File: src/rtl/adder_pkg.sv
// Shared parameter helpers for the pipelined carry-lookahead adder/subtractor.
// Slice and group geometry are derived here so every user agrees on the split.
package adder_pkg;

  function automatic int slice_w(input int width, input int stages);
    return width / stages;
  endfunction

  function automatic int ngroups(input int width, input int stages, input int group);
    return width / (stages * group);
  endfunction

  function automatic bit params_legal(input int width, input int group, input int stages);
    bit stages_ok;
    stages_ok = (stages == 1) || (stages == 2) || (stages == 4) || (stages == 8);
    return stages_ok && (group > 0) && (width > 0) && ((width % (stages * group)) == 0);
  endfunction

endpackage

File: src/rtl/cla_group.sv
// One GROUP-bit lookahead block: per-bit sums from cin, plus group generate/propagate
// that do not depend on cin so the second lookahead level can run in parallel.
module cla_group #(
  parameter int GROUP = 8
) (
  input  logic [GROUP-1:0] a,
  input  logic [GROUP-1:0] b,
  input  logic             cin,
  output logic [GROUP-1:0] sum,
  output logic             g,
  output logic             p
);

  logic [GROUP-1:0] gen_s;
  logic [GROUP-1:0] prop_s;
  logic [GROUP-1:0] carry_s;

  assign gen_s  = a & b;
  assign prop_s = a ^ b;

  // Every bit carry is a flat sum of products over the bits below it.
  always_comb begin
    logic any_g;
    logic run_p;
    carry_s = '0;
    any_g   = 1'b0;
    run_p   = 1'b1;
    for (int i = 0; i < GROUP; i++) begin
      any_g = 1'b0;
      run_p = 1'b1;
      for (int m = i - 1; m >= 0; m--) begin
        any_g = any_g | (gen_s[m] & run_p);
        run_p = run_p & prop_s[m];
      end
      carry_s[i] = any_g | (cin & run_p);
    end
  end

  // Group generate is kept in its own block so it has no dependence on cin.
  always_comb begin
    logic run_p;
    g     = 1'b0;
    run_p = 1'b1;
    for (int m = GROUP - 1; m >= 0; m--) begin
      g     = g | (gen_s[m] & run_p);
      run_p = run_p & prop_s[m];
    end
  end

  assign p   = &prop_s;
  assign sum = prop_s ^ carry_s;

endmodule

File: src/rtl/pipelined_cla_adder.sv
// Pipelined carry-lookahead adder/subtractor: operands are registered on acceptance,
// then slice k is resolved in stage k and its carry is registered for slice k+1.
module pipelined_cla_adder
  import adder_pkg::*;
#(
  parameter int WIDTH  = 32,
  parameter int GROUP  = 8,
  parameter int STAGES = 2
) (
  input  logic             clock,
  input  logic             reset_n,
  input  logic             in_valid,
  output logic             in_ready,
  input  logic [WIDTH-1:0] a,
  input  logic [WIDTH-1:0] b,
  input  logic             sub,
  input  logic             carry_in,
  output logic             out_valid,
  input  logic             out_ready,
  output logic [WIDTH-1:0] sum,
  output logic             carry_out,
  output logic             overflow
);

  localparam int SLICE_W = slice_w(WIDTH, STAGES);
  localparam int NGROUPS = ngroups(WIDTH, STAGES, GROUP);
  localparam logic [WIDTH-1:0] SLICE_MASK = WIDTH'({SLICE_W{1'b1}});

  if (!params_legal(WIDTH, GROUP, STAGES)) begin : g_bad_params
    $error("pipelined_cla_adder: illegal WIDTH/GROUP/STAGES combination");
  end

  // Level 0 holds the accepted operands; level k+1 holds the result of slice k.
  logic             valid_q [STAGES+1];
  logic [WIDTH-1:0] a_q     [STAGES+1];
  logic [WIDTH-1:0] b_q     [STAGES+1];
  logic [WIDTH-1:0] sum_q   [STAGES+1];
  logic             c_q     [STAGES+1];
  logic             ovf_q;

  logic [WIDTH-1:0] sum_d [STAGES];
  logic             c_d   [STAGES];
  logic             ovf_d;
  logic             advance_s;

  assign advance_s = !valid_q[STAGES] || out_ready;
  assign in_ready  = advance_s;

  for (genvar k = 0; k < STAGES; k++) begin : g_stage
    logic [NGROUPS-1:0] grp_g_s;
    logic [NGROUPS-1:0] grp_p_s;
    logic [NGROUPS:0]   grp_c_s;
    logic [SLICE_W-1:0] slice_sum_s;

    for (genvar j = 0; j < NGROUPS; j++) begin : g_grp
      cla_group #(
        .GROUP(GROUP)
      ) u_grp (
        .a   (a_q[k][k*SLICE_W + j*GROUP +: GROUP]),
        .b   (b_q[k][k*SLICE_W + j*GROUP +: GROUP]),
        .cin (grp_c_s[j]),
        .sum (slice_sum_s[j*GROUP +: GROUP]),
        .g   (grp_g_s[j]),
        .p   (grp_p_s[j])
      );
    end

    // Second-level lookahead: each group carry is formed directly from group G/P.
    always_comb begin
      logic any_g;
      logic run_p;
      grp_c_s = '0;
      any_g   = 1'b0;
      run_p   = 1'b1;
      for (int i = 0; i <= NGROUPS; i++) begin
        any_g = 1'b0;
        run_p = 1'b1;
        for (int m = i - 1; m >= 0; m--) begin
          any_g = any_g | (grp_g_s[m] & run_p);
          run_p = run_p & grp_p_s[m];
        end
        grp_c_s[i] = any_g | (c_q[k] & run_p);
      end
    end

    assign sum_d[k] = (sum_q[k] & ~(SLICE_MASK << (k*SLICE_W)))
                    | (WIDTH'(slice_sum_s) << (k*SLICE_W));
    assign c_d[k]   = grp_c_s[NGROUPS];
  end

  // Carry into the MSB is recovered from the MSB operand and sum bits.
  assign ovf_d = a_q[STAGES-1][WIDTH-1] ^ b_q[STAGES-1][WIDTH-1]
               ^ sum_d[STAGES-1][WIDTH-1] ^ c_d[STAGES-1];

  // Pipeline registers; the whole pipe freezes while the output is stalled.
  always_ff @(posedge clock or negedge reset_n) begin
    if (!reset_n) begin
      for (int k = 0; k <= STAGES; k++) begin
        valid_q[k] <= 1'b0;
        a_q[k]     <= '0;
        b_q[k]     <= '0;
        sum_q[k]   <= '0;
        c_q[k]     <= 1'b0;
      end
      ovf_q <= 1'b0;
    end else if (advance_s) begin
      valid_q[0] <= in_valid;
      a_q[0]     <= a;
      b_q[0]     <= b ^ {WIDTH{sub}};
      sum_q[0]   <= '0;
      c_q[0]     <= carry_in ^ sub;
      for (int k = 0; k < STAGES; k++) begin
        valid_q[k+1] <= valid_q[k];
        a_q[k+1]     <= a_q[k];
        b_q[k+1]     <= b_q[k];
        sum_q[k+1]   <= sum_d[k];
        c_q[k+1]     <= c_d[k];
      end
      ovf_q <= ovf_d;
    end
  end

  assign out_valid = valid_q[STAGES];
  assign sum       = sum_q[STAGES];
  assign carry_out = c_q[STAGES];
  assign overflow  = ovf_q;

endmodule

File: config.mk
export PLATFORM = sky130hd
export DESIGN_NAME = pipelined_cla_adder
export DESIGN_NICKNAME = d
export VERILOG_FILES = /design/src/rtl/adder_pkg.sv /design/src/rtl/cla_group.sv /design/src/rtl/pipelined_cla_adder.sv
export SDC_FILE = /design/constraint.sdc
export NUM_CORES = 1
export LEC_CHECK = 0
export CAP_MARGIN = 20
export CORE_ASPECT_RATIO = 1.1
export CORE_MARGIN = 5
export CORE_UTILIZATION = 35
export CTS_CLUSTER_DIAMETER = 100
export DETAILED_ROUTE_END_ITERATION = 12
export GPL_ROUTABILITY_DRIVEN = 0
export PLACE_DENSITY = 0.54
export RECOVER_POWER = 25
export SYNTH_ARGS = -nofsm -noshare
export SYNTH_HDL_FRONTEND = slang
export SYNTH_SLANG_ARGS = --single-unit
File: constraint.sdc
create_clock -name clock -period 2.6 [get_ports clock]
set_clock_uncertainty 0.1 [all_clocks]
set_input_delay 0.78 -clock clock [delete_from_list [all_inputs] [get_ports clock]]
set_output_delay 0.78 -clock clock [all_outputs]
set_load 0.005 [all_outputs]
### After elaboration in Yosys (flattened, before gate mapping)

Cells that the tools add are included.

| cells by class | value |
|---|---|
| bitwise logic cells | 420 |
| reduce and logical (&&, ||, !) cells | 6 |

Operators with widths:

| operator | count |
|---|---|
| $and A1 B1 Y1 | 256 |
| $or A1 B1 Y1 | 146 |
| $xor A8 B8 Y8 | 8 |
| $and A8 B8 Y8 | 4 |
| $or A16 B32 Y32 | 1 |
| $reduce_and A8 Y1 | 4 |
| $xor A32 B32 Y32 | 1 |
| $xor A1 B1 Y1 | 4 |
| $logic_not A1 Y1 | 1 |
| $logic_or A1 B1 Y1 | 1 |

| word-level totals | value |
|---|---|
| bits in registers | 183 |
| input port bits | 70 |
| output and inout port bits | 36 |
| logic and storage cells | 439 |

### Longest topological paths before layout

Gate-level depths: netlist (run 1).

| depth | value |
|---|---|
| depth after elaboration | 16 |
| gate-level depth with buffers | 9 |
| gate-level depth less buffers | 9 |

### Cells and area by module

A second synthesis (run 1) with hierarchy kept.

| unflattened totals | value |
|---|---|
| cell total of the unflattened synthesis | 817 |
| area total of the unflattened synthesis | 7395.8 µm² |

By module, submodules not included:

| module | times used | cells an instance | area an instance (µm²) | seq. area each (µm²) |
|---|---|---|---|---|
| pipelined_cla_adder | 1 | 646 | 5943.2 | 3778.6 |
| cla_group at g_stage[0].g_grp[1].u_grp ... | 2 | 41 | 351.6 | 0.0 |
| cla_group at g_stage[0].g_grp[0].u_grp | 1 | 48 | 401.6 | 0.0 |
| cla_group at g_stage[1].g_grp[1].u_grp | 1 | 41 | 347.8 | 0.0 |

### Worst setup path before layout (run 1)

No wires, ideal clock.

| timing | value |
|---|---|
| kind | input to output |
| start point | input out_ready |
| end point | output in_ready |
| arrival | 1.664 ns |
| data required time | 1.720 ns |
| setup slack | 0.056 ns |
| stages on the path | 5 |
| path buffers | 3 |
| path through | nor2b_1 -> clkdlybuf4s18_1 -> inv_2 -> buf_2 -> buf_1 |

| on the way | value |
|---|---|
| word-level cells in the longest chain between the ends | 1 |

RTL lines:

| item | RTL line | text |
|---|---|---|
| from (decl) | pipelined_cla_adder.sv:19 | `input logic out_ready,` |
| $logic_or A1 B1 Y1 | pipelined_cla_adder.sv:46 | `assign advance_s = !valid_q[STAGES] \|\| out_ready;` |
| to (decl) | pipelined_cla_adder.sv:13 | `output logic in_ready,` |

No other way between the ends.

### Worst setup path in the final report (run 1)

Same ends and word-level chain as after synthesis.

==> metrics.txt, run 1 <==
Max-Cap Viols 0; Finished Cell Area 9150 um2; WS Path Type input pin to output port; crit start category input pin; Overall Power 10.5 mW; total global-route track usage 13.6%; CTS tree yes; critical path fanouts, max 2; Antenna diodes 0; core area 19900 um2; Min-Delay Path Class flop to flop; internal power 6.96 mW; worst-case headroom to the max-slew limit around 9%; Mean Syn Cell Area 9.23 um2; Synth Instances 772; Worst EP arrival 1.66 ns; Min Clock Period, post-route 2.54 ns; DR iter-0 viols 243; initial core utilization 35.7%; dpl hpwl 10600 um; CP Data Required Time 1.72 ns; NumNets Final 979; # setup viols final 0; DR vias around 5200; Clock Latency Late Sink 0.42 ns; combinational power share 38.4%; Achievable Freq 394 MHz; Worst path max stage delay between 0.4 and 0.5 ns; status finished, final reports clean; area post-placement 8510 um2; Mapped Nets 878; CP top delay family buffers and inverters; synth unique cells 52; Clk network pwr share 25.9%; element type at the critical path end output port; Setup TNS 0 ns; Post-synth ARST share 100%; Seq/Total Area, Yosys 53.1%; Post-synth top flop dfrtp_1; Net Sw Frac 33.9%; hold_ws 0.363 ns; vias in the first global route 5217; CTS Root Cell clkbuf_16; Worst-Margin Slew 1.37 ns; Die Ht about 160 um; Ys Warns 0; CTS Buffer Depth 2; die area 23300 um2; final period utilization 97.5%; Post-CTS Hold Buffers 0; Pwr Density about 1200 nW/um2; clk slew on worst S/H paths 0.06 ns; VDD IR max 0.000469 V; first-pass GRT wire length 26200 um; sequential share of power 35.8%; sw power 3.57 mW; crit path cell chain dlygate4sd2_1, nor2b_4, inv_4, clkdlybuf4s50_1; max-slew violation count 0; initial antenna violation count 0; # clock sinks about 150; Vias/cell 4.59; Total Wirelength 15400 um; first-pass detailed-route iteration total 4; Port Buf Inserts 105; I/O pin cnt approximately 110; GRT overflow 0; synth top area cells dfrtp_1, nand2_1, ha_1; Synth Cell Area 7120 um2; share of cells above drive strength 1 6.88%; residual DRC count 0; biggest area consumer among synthesized cells dfrtp_1; setup bufs post-CTS 0; WP buf/inv 3; final antenna-violating net count 0; H-tree levels 4; CTS Buf Count 17; setup repair after global routing missed its margin false; area grow syn2layout 28.4%; cell at the slowest stage of the critical path clkdlybuf4s50_1; Worst R2R Setup Slack 0.14 ns; Finished Core Util 45.9%; drt wl/cell 13.5 um; Seq cells post-synth between 150 and 200; Chip Width 146 um; EDFF count, synth 0; LEAKAGE 4.24 nW; std cell rows 54; Yosys top cell area share 53.1%; largest net degree at the start of global routing roughly 110; Hold Fails Final Rpt 0
[cell families (layout without fill, tap and decap cells)]
family	Yosys count	count (layout)	share of synthesized area [%]
and+or+nand+nor	357	357	19.7
buffers and inverters	47	161	2.88
DFF	151	151	53.1
muxes	2	2	0.281
xor gates and xnor gates	51	51	6.27
adders and majority gates	36	36	6.75
AOI/OAI and AO/OA	128	128	11.1
[final timing paths]
kind | start | endpoint | cells past startpoint
max reg2reg | a_q[48] | sum[28] | 7
min | valid_q[2] | valid_q[2] | 2
min reg2reg | valid_q[2] | valid_q[2] | 2
max in group asynchronous | reset_n | c_q[1] | 2
min in group asynchronous | reset_n | a_q[51] | 1
max | out_ready | in_ready | 4
[layout make-up]
cell class              count  area, um2
fillers                  1972      10800
clock buffers              20        457
inverters                  10       40.0
flip-flops and latches    151       3780
repair buffers            119       1200
clock inverters            12        199
multi-input cells         574       3150
well taps                 252        315
[power groups by stage]
stage               logic (mW)  registers (mW)  clock network (mW)
global route              4.59            3.89                2.88
finish                    4.04            3.76                2.72
CTS                       4.10            3.79                2.78
detailed placement        4.08            3.82                   0
global placement          4.02            3.81                   0
floorplan                 2.69            3.69                   0
[sequential cells by signal (all words and copies together) (netlist names)]
register and cells:
b_q 48, sum_q 16, c_q 2, overflow 1, a_q 48, carry_out 1
out_valid 1, sum 32, valid_q 2
[metal layers]
metal | GRT usage, % | vias up | routed length [um]
met2 | 20.9 | 95 | 6880
met4 | 4.41 | 0 | 228
li1 | - | 2720 | -
met1 | 19.2 | 2392 | 7690
met3 | 2.92 | 20 | 581
met5 | 0 | - | 0
[placed cells by master (no fill, tap or decap), types with 2 or more instances in the layout]
cell / n
clkinvlp_4: 4
a21boi_0: 2
ha_1: 32
a221o_1: 2
buf_12: 5
mux2i_1: 2
clkdlybuf4s50_1: 102
a211oi_2: 2
o21bai_1: 2
nor2_1: 31
dfrtp_1: 151
buf_2: 2
clkbuf_16: 17
clkinv_2: 2
a211oi_1: 5
nand2_1: 305
fa_1: 4
inv_1: 9
a21o_1: 6
xor2_1: 9
a21oi_1: 27
o21ai_0: 51
clkbuf_8: 2
nand3_1: 5
nor2b_4: 2
o21ai_1: 6
a31oi_1: 5
xnor2_1: 42
buf_4: 8
o31ai_1: 6
bufinv_16: 5
o21a_1: 3
nor3_1: 2
nand2b_1: 3
[worst reg2reg max path: cells and delay by family (launching register included)]
kind	cells	cell delay (ns)
compound gates	5	1.26
xor+xnor	1	0.24
fa+ha+maj	1	0.33
flops	1	0.41
[stage by stage]
| step | instances | worst slack, ns |
|---|---|---|
| floorplan | 772 | 0.0565 |
| global placement | 1106 | -0.151 |
| detailed placement | 1106 | -0.159 |
| CTS | 1138 | 0.0615 |
| global route | 1138 | 0.00316 |
| finish | 1138 | 0.0648 |
[cells in the mapped netlist, types with 3 or more instances]
master    instances
o21ai_1           5
xor2_1            9
dfrtp_1         151
a31oi_1           5
nand2b_1          3
o21ai_0          52
o21a_1            3
xnor2_1          42
a211oi_1          6
nand2_1         305
nor2_1           31
o31ai_1           6
a21o_1            6
inv_1             9
buf_1             5
buf_2             8
ha_1             32
a21oi_1          27
fa_1              4
nand3_1           5
clkbuf_1         21
[repair_timing]
action                     CTS  global route
gates resized for setup      1             2
setup endpoints to repair    1             5
cloned                       0             0
(Power assumes the default switching activity.)
==> run 2, diff against run 1 <==
ABC_AREA = 1   (was default)
CORE_MARGIN = 3   (was 5)
PLACE_DENSITY = 0.53   (was 0.54)
==> run 2 against run 1 <==
  * Critical endpoint unchanged
  * Die area rose by 0.76%
  * Synthesized area rose by 6.5%
  * Non-clock buffer count fell by 3
  * Worst hold slack got worse by 0.0079 ns
  * Cell area rose by 3.1%
==> metrics.txt, run 2 <==
status finished, final reports clean; initial antenna violation count 0 (unchanged); DR iter-0 viols 301 (+24%); sequential share of power 36.3% (+0.5 points); LEAKAGE 4.57 nW (+7.7%); Synth Area in Adders 6.33% (-0.41 points); Min-Delay Path Class flop to flop; Die Ht 160 um (+0.51%); Synth Cell Area 7590 um2 (+6.5%); final antenna-violating net count 0 (unchanged); sw power 3.89 mW (+9.0%); Port Buf Inserts 105 (unchanged); Achievable Freq 392 MHz (-0.70%); core area 20900 um2 (+5.0%); post-synthesis mux area share 0% (-0.28 points); Multi-input gate area 3370 um2 (+6.8%); Antenna diodes 0 (unchanged); cell at the slowest stage of the critical path clkdlybuf4s50_1; H-tree levels 4 (unchanged); Final Non-Filler Cells 1308 (+15%); Yosys top cell area share 49.8% (-3.3 points); Total Wirelength 16900 um (+10%); max-slew violation count 0 (unchanged); Clk network pwr share 21.5% (-4.4 points); area grow syn2layout 24.3%; area post-placement 8950 um2 (+5.3%); top post-synthesis cells by count nand2_1, dfrtp_1, o21ai_0; number of fill cells 2117 (+7.4%); Pwr Density 1090 nW/um2 (-5.1%); critical path fanouts, max 2 (unchanged); Net Sw Frac 37.8% (+3.9 points); drt wl/cell 13.0 um (-4.2%); final period utilization 98.2% (+0.69 points); synth unique cells 35 (-33%); Seq cells post-synth 151 (unchanged); DR vias 5865 (+12%); commonest non-fill, non-tap cell in the layout nand2_1; initial core utilization 36.3% (+0.54 points); Worst path max stage delay 0.44 ns (about the same); CTS Buf Count 17 (unchanged); most numerous cell in the Yosys netlist nand2_1; Chip Width 146 um (+0.25%); NumNets Final 1120 (+14%); register area 3780 um2 (unchanged); largest net degree at the start of global routing 100 (-11%); Mean Syn Cell Area 8.28 um2 (-10%); residual DRC count 0 (unchanged); Synth Area in Compound Gates 7.55% (-3.6 points); die area 23500 um2 (+0.76%); Worst EP arrival 1.67 ns (about the same); worst-case headroom to the max-slew limit 25.8% (+17 points); Post-Synth Simple-Gate Area 26.1% (+6.5 points); internal power 6.41 mW (-7.9%); Finished Cell Area 9430 um2 (+3.1%); CTS Root Cell clkbuf_16; WS Path Type input pin to output port; Post-CTS Hold Buffers 0 (unchanged); Max-Cap Viols 0 (unchanged); combinational power share 42.2% (+3.8 points); Worst-Margin Slew 1.11 ns (-0.253 ns); dpl hpwl 12000 um (+13%); setup repair after global routing missed its margin false; Clock Latency Late Sink 0.42 ns (about the same); largest family of logic cells by synthesized area simple AND/OR/NAND/NOR gates; Min Clock Period, post-route 2.55 ns (+0.0180 ns); synth top area cells dfrtp_1, nand2_1, o21ai_0; EDFF count, synth 0 (unchanged); share of cells above drive strength 1 5.96% (-0.92 points); crit path cell chain clkdlybuf4s50_1, nor2_4, inv_4, dlygate4sd2_1; xor/xnor share of the synthesized area 4.27% (-2.0 points); first-pass GRT wire length 28600 um (+9.2%); Vias/cell 4.48 (-2.4%); Inst Count DP 1280 (+16%); CP Data Required Time 1.72 ns (about the same); crit start category input pin; I/O pin cnt 106 (unchanged); CTS Buffer Depth 2 (unchanged); GRT overflow 0 (unchanged); Overall Power 10.3 mW (-2.2%); Post-synth ARST share 100% (unchanged); vias in the first global route 5704 (+9.3%); Ys Warns 0 (unchanged); Seq/Total Area, Yosys 49.8% (-3.3 points); first-pass detailed-route iteration total 5 (+1); element type at the critical path end output port; # setup viols final 0 (unchanged); Mapped Nets 1022 (+16%); std cell rows 55 (+1.9%); most frequent cells in the layout nand2_1, dfrtp_1, clkdlybuf4s50_1, o21ai_0, inv_1; Hold Fails Final Rpt 0 (unchanged); biggest area consumer among synthesized cells dfrtp_1; CTS tree yes; total global-route track usage 14.9% (+1.3 points); clk slew on worst S/H paths 0.06 ns (about the same); VDD IR max 0.000657 V (+40%); # clock sinks 151 (unchanged); Post-synth top flop dfrtp_1; Synth Instances 916 (+19%)
==> run 2: per-layer routing <==
metal  up-vias  global-route usage, %  share of wire (%)
met5         -                      0                  0
met4         0                   4.02               0.96
met3        12                   3.24                3.3
met2       104                   24.1                 47
met1      2630                   20.3                 49
li1       3119                      -                  -
==> run 2: critical path: cells and delay by family <==
kind | cells | cell delay [ns]
and+or+nand+nor | 1 | 0.13
buffers and inverters | 3 | 0.76
==> run 2: area by class of cell <==
cell class	instances	share of cell area [%]
clock buffer	24	5.21
clock inverter	4	0.239
inverter	72	2.89
multi-input combinational	656	35.7
sequential	151	40.1
tap	285	3.78
timing repair buffer	116	12.1
==> run 2: cell families (layout without fill, tap and decap cells) <==
family,count (synthesis),in the layout
compound gates,109,109
xor+xnor,37,37
fa+ha+maj,36,36
buf+inv,109,216
flops,151,151
simple gates,474,474
==> run 2: repair_timing <==
action | CTS | global route
setup buffers | 0 | 0
resized for setup | 1 | 0
setup endpoints to repair | 1 | 0
==> run 2: power groups by stage <==
stage / Sequential [mW] / Clock (mW) / Combinational, mW
4_1_cts: 3.76 / 2.26 / 4.43
6_report: 3.74 / 2.21 / 4.35
3_3_place_gp: 3.79 / 0 / 4.36
3_5_place_dp: 3.79 / 0 / 4.40
5_1_grt: 3.87 / 2.37 / 5.01
2_1_floorplan: 3.68 / 0 / 2.93
==> run 2: final timing paths <==
path,cells past startpoint,from,to,slack (ns)
max,4,out_ready,in_ready,0.05
min,2,valid_q[1],out_valid,0.35
max reg2reg,9,b_q[69],sum_q[41],0.27
min reg2reg,2,valid_q[1],out_valid,0.35
max in group asynchronous,2,reset_n,sum[22],0.50
min in group asynchronous,1,reset_n,valid_q[1],0.45
==> run 2: stage by stage <==
stage	hold slack, ns	worst slack, ns	utilization, %	setup TNS [ns]
final	0.355	0.0468	45.1	0
after global routing	0.384	0.0169	45.1	0
after CTS	0.182	0.0153	45.3	0
after detailed placement	0.339	-0.243	42.8	-8.90
after global placement	0.340	-0.246	42.8	-9.27
after floorplan	0.320	0.464	-	0
==> run 3, diff against run 2 <==
CELL_PAD_IN_SITES_DETAIL_PLACEMENT = 1   (was default)
CELL_PAD_IN_SITES_GLOBAL_PLACEMENT = 1   (was default)
PLACE_DENSITY = 0.68   (was 0.53)
TNS_END_PERCENT = 5   (was default)
==> run 3 against run 2 <==
  * Fmax increased by 2.7%
  * Cell count increased by 0.31%
  * Die area unchanged
  * Non-clock buffer count unchanged
  * Wire length increased by 9.2%
==> metrics.txt, run 3 (synthesized netlist as in run 2, its figures left out) <==
CTS tree yes; worst hold endpoint out_valid; Final Non-Filler Cells 1312 (+0.31%); share of cells above drive strength 1 6.72% (+0.76 points); Min-Delay Path Class flop to flop; GRT overflow 0 (unchanged); # setup viols final 0 (unchanged); Die Ht 160 um (unchanged); VDD IR max 0.000524 V (-20%); Antenna diodes 0 (unchanged); setup ws final 0.113 ns (+0.0659 ns); CTS Buffer Depth 2 (unchanged); hold_ws 0.355 ns (-0.000124 ns); crit start category input pin; WP buf/inv 3 (unchanged); Top Layer Used met4; # clock sinks 151 (unchanged); Worst-Margin Slew 1.03 ns (-0.0859 ns); worst reg-to-reg path cell count 9 (unchanged); CP Data Required Time 1.72 ns (about the same); DR vias 6180 (+5.4%); r2r endpoint sum_q[41]; Clock Latency Late Sink 0.43 ns (about the same); Chip Width 146 um (unchanged); element type at the critical path end output port; final antenna-violating net count 0 (unchanged); dpl hpwl 12800 um (+6.3%); vias in the first global route 6407 (+12%); crit path cell chain clkdlybuf4s50_1, nor2_4, inv_4, clkbuf_2; H-tree levels 4 (unchanged); Min Clock Period, post-route 2.49 ns (-0.0659 ns); Inst Count DP 1279 (-0.078%); register area 3780 um2 (unchanged); Multi-input gate area 3370 um2 (unchanged); commonest non-fill, non-tap cell in the layout nand2_1; Post-CTS Hold Buffers 0 (unchanged); first-pass GRT wire length 31600 um (+10%); most frequent cells in the layout nand2_1, dfrtp_1, clkdlybuf4s50_1, o21ai_0, inv_1; r2r startpoint a_q[67]; max-slew violation count 0 (unchanged); first-pass detailed-route iteration total 4 (-1); Max-Cap Viols 0 (unchanged); status finished, final reports clean; critical path fanouts, max 2 (unchanged); drt wl/cell 14.1 um (+8.8%); Port Buf Inserts 105 (unchanged); total global-route track usage 16.2% (+1.4 points); WS Path Type input pin to output port; CTS Buf Count 17 (unchanged); NumNets Final 1120 (unchanged); Pwr Density 1120 nW/um2 (+3.0%); final period utilization 95.7% (-2.5 points); Hold Fails Final Rpt 0 (unchanged); Vias/cell 4.71 (+5.0%); setup repair after global routing missed its margin false; DR iter-0 viols 218 (-28%); worst slack at placement -0.263 ns (-0.0206 ns); Achievable Freq 402 MHz (+2.7%); core area 20900 um2 (unchanged); met3 WL post-DR 655 um (+17%); I/O pin cnt 106 (unchanged); clk slew on worst S/H paths 0.06 ns (about the same); residual DRC count 0 (unchanged); WHS Path Cells 2 (unchanged); CTS Root Cell clkbuf_16; largest net degree at the start of global routing 166 (+66%); Total Wirelength 18500 um (+9.2%); Setup TNS 0 ns (unchanged); Overall Power 10.7 mW (+4.3%); std cell rows 55 (unchanged); number of fill cells 2512 (+19%); CP top delay family buffers and inverters; worst hold path startpoint valid_q[1]; initial antenna violation count 0 (unchanged); cell at the slowest stage of the critical path clkdlybuf4s50_1; met2 routed WL 8950 um (+14%); die area 23500 um2 (unchanged); worst-case headroom to the max-slew limit 31.5% (+5.7 points); initial core utilization 36.3% (unchanged); area grow syn2layout 25.9%; Worst R2R Setup Slack 0.29 ns (+0.02 ns); Worst path max stage delay 0.44 ns (about the same); LEAKAGE 4.62 nW (+1.1%); Worst EP arrival 1.61 ns (-0.06 ns); Met1 Wirelength 8700 um (+4.4%)
## run 3: changes by cell type in the layout (fill, tap and decap cells not counted), moves of 2 or more
| cell | delta |
|---|---|
| buf_16 | +2 |
| bufinv_16 | +3 |
| clkbuf_1 | -3 |
| clkbuf_8 | -3 |
| clkinv_4 | +2 |
| clkinvlp_4 | +2 |
| inv_6 | +3 |
## run 3: per-layer routing
metal,up-vias,track usage [%]
met1,2973,21.4
met3,17,3.50
met5,-,0
li1,3106,-
met2,84,27.5
met4,0,3.93
## run 3: metrics by stage
step,utilization [%],instance area [um2]
after detailed placement,42.9,8970
after CTS,45.8,9580
after global routing,45.7,9550
after floorplan,-,7590
final,45.7,9550
after global placement,42.7,8940
## run 3: worst reg2reg max path: cells and delay by family, from the launching register on
kind	cells	cell delay (ns)
and+or+nand+nor	3	0.30
AOI/OAI and AO/OA	2	0.29
xor gates and xnor gates	1	0.25
DFF	1	0.39
adders and majority gates	2	0.76
buffers and inverters	1	0.06
## run 3: worst max path at each step
stage / start / depth (start not counted) / slack, ns / to
after floorplan: out_ready / 3 / 0.46 / in_ready
after global placement: out_ready / 8 / -0.30 / overflow
after detailed placement: out_ready / 4 / -0.26 / in_ready
after CTS: out_ready / 4 / 0.01 / in_ready
after global routing: out_ready / 7 / 0.04 / c_q[2]
final: out_ready / 4 / 0.11 / in_ready
## run 3: power by group
| part | internal (mW) | switching (mW) | total (mW) | leakage (nW) |
|---|---|---|---|---|
| Clock | 1.54 | 1.02 | 2.56 | 0.293 |
| Combinational | 1.89 | 2.53 | 4.42 | 2.51 |
| Sequential | 3.24 | 0.517 | 3.75 | 1.81 |
| Total | 6.67 | 4.07 | 10.7 | 4.62 |
## run 3: cell type report
type | instances | share of cell area [%]
Multi-Input combinational cell | 656 | 35.2
Inverter | 72 | 2.86
Clock inverter | 14 | 1.79
Tap cell | 285 | 3.73
Timing Repair Buffer | 116 | 12.2
Sequential cell | 151 | 39.6
Clock buffer | 18 | 4.60
## run 3: timing repair
action	4_1_cts	5_1_grt
gates cloned	0	0
endpoints found under the setup margin	1	1
resized for setup	2	2
setup buffers	1	0
pin swaps	1	1
